<file path="src/rtl/fetch_pkg.sv">
// fetch_pkg: shared types and constants for the fetch stage and its queue.
package fetch_pkg;
    localparam int INSTR_BYTES = 4;
    localparam int ADDR_W = 64;
    localparam int INSTR_W = 32;
    typedef enum logic {FETCH, MISS_WAIT} fetch_state_t;
    typedef struct packed {
        logic [ADDR_W-1:0]  pc;
        logic [INSTR_W-1:0] instr;
    } fetch_entry_t;
endpackage

</file>
<file path="src/rtl/fetch_queue.sv">
// fetch_queue: circular FIFO of fetch entries with synchronous flush.
module fetch_queue
    import fetch_pkg::*;
#(
    parameter int DEPTH = 4,
    parameter type entry_t = fetch_entry_t,
    localparam int PW = $clog2(DEPTH)
) (
    input  logic          clk,
    input  logic          rst,
    input  logic          push_i,
    input  logic          pop_i,
    input  logic          flush_i,
    input  entry_t        data_i,
    output logic          full_o,
    output logic          empty_o,
    output logic [PW:0]   count_o,
    output entry_t        head_o
);
    entry_t mem_q [DEPTH];
    logic [PW-1:0] wptr_q, rptr_q;
    logic [PW:0]   cnt_q;
    always_ff @(posedge clk) begin
        if (rst || flush_i) begin
            wptr_q <= '0;
            rptr_q <= '0;
            cnt_q  <= '0;
        end else begin
            if (push_i) wptr_q <= wptr_q + PW'(1);
            if (pop_i) rptr_q <= rptr_q + PW'(1);
            cnt_q <= cnt_q + {{PW{1'b0}}, push_i} - {{PW{1'b0}}, pop_i};
        end
    end
    always_ff @(posedge clk) begin
        if (push_i && !flush_i) mem_q[wptr_q] <= data_i;
    end
    assign full_o  = cnt_q == (PW+1)'(DEPTH);
    assign empty_o = cnt_q == '0;
    assign count_o = cnt_q;
    assign head_o  = mem_q[rptr_q];
endmodule

</file>
<file path="src/rtl/fetch_queue_stage.sv">
// fetch_queue_stage: PC generation, icache miss/refill FSM and decoupling queue to decode.
// Optional same-cycle bypass of an empty queue is enabled by defining FETCH_BYPASS_EN.
module fetch_queue_stage
    import fetch_pkg::*;
#(
    parameter int ADDR_WIDTH = 64,
    parameter int INSTR_WIDTH = 32,
    parameter int QUEUE_DEPTH = 4,
    parameter logic [ADDR_WIDTH-1:0] RESET_PC = '0
) (
    input  logic                           i_clk,
    input  logic                           i_arst,
    input  logic                           i_pc_src,
    input  logic [ADDR_WIDTH-1:0]          i_pc_target,
    output logic [ADDR_WIDTH-1:0]          o_fetch_addr,
    input  logic                           i_icache_hit,
    input  logic [INSTR_WIDTH-1:0]         i_icache_instr,
    output logic                           o_miss,
    input  logic                           i_refill_done,
    output logic                           o_valid,
    input  logic                           i_dec_ready,
    output logic [INSTR_WIDTH-1:0]         o_instruction,
    output logic [ADDR_WIDTH-1:0]          o_pc,
    output logic [ADDR_WIDTH-1:0]          o_pc_plus4,
    output logic [$clog2(QUEUE_DEPTH):0]   o_queue_count
);
    typedef struct packed {
        logic [ADDR_WIDTH-1:0]  pc;
        logic [INSTR_WIDTH-1:0] instr;
    } entry_t;
    fetch_state_t state_q;
    logic [ADDR_WIDTH-1:0] pc_q;
    logic full, empty, hit_fetch, byp, byp_take, pop, push, push_ok;
    entry_t head;
    assign hit_fetch = (state_q == FETCH) && i_icache_hit && !i_pc_src;
`ifdef FETCH_BYPASS_EN
    assign byp = empty && hit_fetch;
`else
    assign byp = 1'b0;
`endif
    assign o_valid  = !i_pc_src && (!empty || byp);
    assign pop      = !i_pc_src && !empty && i_dec_ready;
    assign byp_take = byp && i_dec_ready;
    // A full queue still accepts a push when decode drains an entry in the same cycle.
    assign push_ok  = !full || pop;
    assign push     = hit_fetch && push_ok && !byp_take;
    always_ff @(posedge i_clk) begin
        if (i_arst) begin
            state_q <= FETCH;
            pc_q    <= RESET_PC;
        end else if (i_pc_src) begin
            state_q <= FETCH;
            pc_q    <= {i_pc_target[ADDR_WIDTH-1:2], 2'b00};
        end else begin
            state_q <= (state_q == FETCH) ? (i_icache_hit ? FETCH : MISS_WAIT)
                                          : (i_refill_done ? FETCH : MISS_WAIT);
            if (push || byp_take) pc_q <= pc_q + ADDR_WIDTH'(INSTR_BYTES);
        end
    end
    fetch_queue #(.DEPTH(QUEUE_DEPTH), .entry_t(entry_t)) u_queue (
        .clk     (i_clk),
        .rst     (i_arst),
        .push_i  (push),
        .pop_i   (pop),
        .flush_i (i_pc_src),
        .data_i  ('{pc: pc_q, instr: i_icache_instr}),
        .full_o  (full),
        .empty_o (empty),
        .count_o (o_queue_count),
        .head_o  (head)
    );
    assign o_fetch_addr  = pc_q;
    assign o_miss        = state_q == MISS_WAIT;
    assign o_instruction = byp ? i_icache_instr : head.instr;
    assign o_pc          = byp ? pc_q : head.pc;
    assign o_pc_plus4    = o_pc + ADDR_WIDTH'(INSTR_BYTES);
endmodule

</file>
<file path="config.mk">
export PLATFORM = sky130hd
export DESIGN_NAME = fetch_queue_stage
export DESIGN_NICKNAME = d
export VERILOG_FILES = /design/src/rtl/fetch_pkg.sv /design/src/rtl/fetch_queue.sv /design/src/rtl/fetch_queue_stage.sv
export SDC_FILE = /design/constraint.sdc
export NUM_CORES = 1
export LEC_CHECK = 0
export CAP_MARGIN = 20
export CORE_ASPECT_RATIO = 2
export CORE_MARGIN = 4
export CORE_UTILIZATION = 50
export CTS_CLUSTER_SIZE = 14
export DETAILED_ROUTE_END_ITERATION = 10
export PLACE_DENSITY = 0.76
export SLEW_MARGIN = 0
export SYNTH_ARGS = -nofsm -noshare
export SYNTH_HDL_FRONTEND = slang
export SYNTH_HIERARCHICAL = 1
export SYNTH_SLANG_ARGS = --single-unit
</file>
<file path="constraint.sdc">
create_clock -name i_clk -period 10.1 [get_ports i_clk]
set_input_delay 1.01 -clock i_clk [delete_from_list [all_inputs] [get_ports i_clk]]
set_output_delay 1.01 -clock i_clk [all_outputs]
set_load 0.01 [all_outputs]
</file>
==> results.toml <==
[synth]
post-synth-top-count-cell = "edfxtp_1"
syn_inst = 1259
ys.flop_type = "edfxtp_1"
async_reset_ff_frac = 0
synth.largest_area_cell = "edfxtp_1"
syn_area_mm2 = 0.0195
synth-warning-count = 6
ys_types = 61
synth-edff-count = 384
synth.area.top_cells = "edfxtp_1, mux4_2, dfxtp_1, xnor2_1, xor2_1"
avgSynthCellArea_um2 = 15.5
ys_seq_area_frac = 0.665
ys_ff_latch = 456
netlist_top_cells_count = "edfxtp_1, mux4_2, nor2_1"
synth_top_area_share = 0.591

[die]
rows = 102
io_pins = 331
core_area_mm2 = 0.0387
die-area_mm2 = 0.0424
start_util = 0.505
die_w_um = 148
die_h_um = 287

[sta]
rsz0062_at_grt = "no"
setup_viol = 0
fmax_ghz = 0.154
slew_viol_final = 0
tns_ps = 0
slew_headroom = 0.295
fin_skew_ps = 13.2
fin_crit_sh = 0.643
worst_slew_pin_slew_ps = 1060
hold_viol_final = 0
post-route-min-period_ps = 6490

[power]
power_leakage_nw = 7.70
powerDensity_mw_per_mm2 = 159
finalPower_mw = 3.90
vdd_ir_drop_max_mv = 0.117

[outcome]
outcome = "complete, no violations"

[critical_path]
r2r_slack_ps = 5980
crit_arrival_ps = 5480
path_cells = "buf_4 > mux4_2 > and4_1 > and2_1 > nand3_1 > nor4_1 > xor2_1 > clkdlybuf4s50_1"
r2r-start = "u_queue/count_o[2]$_SDFF_PP0_"
r2r-end = "u_queue/mem_q[0][20]$_DFFE_PP_"
cp.required_ps = 9090
critPathKind = "reg -> out"
worstRegToRegCells = 7
cp_max_fo = 49
max_stage_delay_ps = 800
startpoint_type = "flop"
cpMaxStageDelayCell = "dfxtp_4"
end_kind = "output port"

[grt]
grt_pass1_wl_um = 78400
first_global_vias = 13075
overflow = 0
grt_max_degree = 84
grtUsageTotal = 0.243
antenna_found_initial = 3

[clock_network]
cts_setup_buffers = 0
clockRootBuffer = "clkbuf_16"
cts_max_path_buffers = 3
numCtsBuffers = 41
htreeDepth = 2
clk_pin_slew_ps = 60
cts_tree = "done"
insertion_delay_ps = 540
clock_sinks = 456
postCtsHoldBufs = 0
cts_resized = 0

[detailed_routing]
drc = 0
wl_um = 51900
drt_iter0_markers = 794
drt-vias-per-instance = 5.88
vias = 12598
firstDrtPassIters = 5
wl_per_cell_um = 24.2
ant_nets = 0

[placed_design]
hpwl_um = 35900
port_buffers = 326
dp_cells = 2065
place_congestion = 0.926

[layout]
nFillCells = 2875
area_delta_synth_final_pct = 25.5
final_cells = 2143
fin_nets = 1700
layout-drive-gt1-share = 0.114

[hold_path]
hold_path_end = "o_miss$_SDFF_PP0_"
hold_path_depth = 1
worstHoldStart = "o_miss$_SDFF_PP0_"
min_path_type = "reg -> reg"

[job]
drv_cap = 0
==> cells in the final DEF (no fill, tap or decap), types with 14 or more instances in the layout <==
cell and n:
a2111oi_0 15, a211oi_1 26, a21oi_1 16, a311oi_1 19
and4_1 20, buf_4 17, clkbuf_1 20, clkbuf_16 43
clkdlybuf4s50_1 324, dfxtp_1 70, edfxtp_1 384, inv_1 37
mux4_2 96, nand2_1 68, nand3_1 50, nand4_1 39
nor2_1 83, nor3_1 29, nor4_1 29, or4_1 14
xnor2_1 46, xor2_1 42
==> how the worst max path moves through the flow <==
| stage | to | slack (ps) | cells after the start |
|---|---|---|---|
| 3_3_place_gp | o_pc_plus4[53] | 3910 | 8 |
| 3_5_place_dp | o_pc_plus4[53] | 3790 | 8 |
| 4_1_cts | o_pc_plus4[53] | 3190 | 8 |
| 5_1_grt | o_pc_plus4[52] | 3270 | 8 |
| 6_report | o_pc_plus4[52] | 3610 | 8 |
| 2_1_floorplan | u_queue/mem_q[0][0]$_DFFE_PP_ | 4780 | 9 |
==> power breakdown <==
part           internal [mW]  total [mW]  switching, mW  leakage, nW
registers               2.08        2.13         0.0541         4.08
clock network          0.830        1.49          0.656        0.601
logic                  0.149       0.279          0.131         3.01
total                   3.06        3.90          0.841         7.70
==> state kept, by name (all words and copies together) (netlist names), named ones only <==
register	flops
u_queue/mem_q	384
u_queue/rptr_q	2
u_queue/wptr_q	2
u_queue/count_o	3
o_miss	1
o_fetch_addr	62
==> final cells by class <==
| class | count | area (µm²) | area share |
|---|---|---|---|
| multi-input combinational | 708 | 6070 | 0.248 |
| antenna | 3 | 7.51 | 0.000306 |
| timing repair buffer | 344 | 3390 | 0.138 |
| clock buffer | 65 | 1180 | 0.0481 |
| inverter | 38 | 143 | 0.00582 |
| tap | 520 | 651 | 0.0266 |
| sequential | 456 | 13000 | 0.530 |
| clock inverter | 9 | 83.8 | 0.00342 |
==> through the flow <==
step | worst slack (ps) | area [µm²] | hold slack [ps] | utilization
floorplan | 4780 | 19500 | 478 | -
global placement | 3910 | 23200 | 448 | 0.600
detailed placement | 3790 | 23200 | 450 | 0.600
CTS | 3190 | 24500 | 459 | 0.633
global route | 3270 | 24500 | 508 | 0.633
finish | 3610 | 24500 | 461 | 0.633
==> critical path: cells and delay by family, from the launching register on <==
family | cells | cell delay (ps)
buffers and inverters | 2 | 1280
multiplexers | 1 | 450
XOR/XNOR | 1 | 190
flip-flops | 1 | 800
AND/OR/NAND/NOR | 4 | 2180
==> per-layer routing <==
metal / track usage / wire length (µm) / vias up
met3: 0.0431 / 3320 / 112
met1: 0.272 / 17800 / 6308
li1: - / - / 5656
met2: 0.451 / 28600 / 522
met5: 0 / 0 / -
met4: 0.101 / 2250 / 0
==> logic make-up (layout without fill, tap and decap cells) <==
logic type	count (synthesis)	count (layout)	synth area share
other	1	13	0.000192
muxes	97	97	0.111
buffers and inverters	104	456	0.0265
DFF	456	456	0.665
AOI/OAI and AO/OA	113	113	0.0436
adders and majority gates	9	9	0.00616
and+or+nand+nor	390	390	0.107
xor gates and xnor gates	89	89	0.0407
Note: power is estimated with default switching activity, not from simulation.
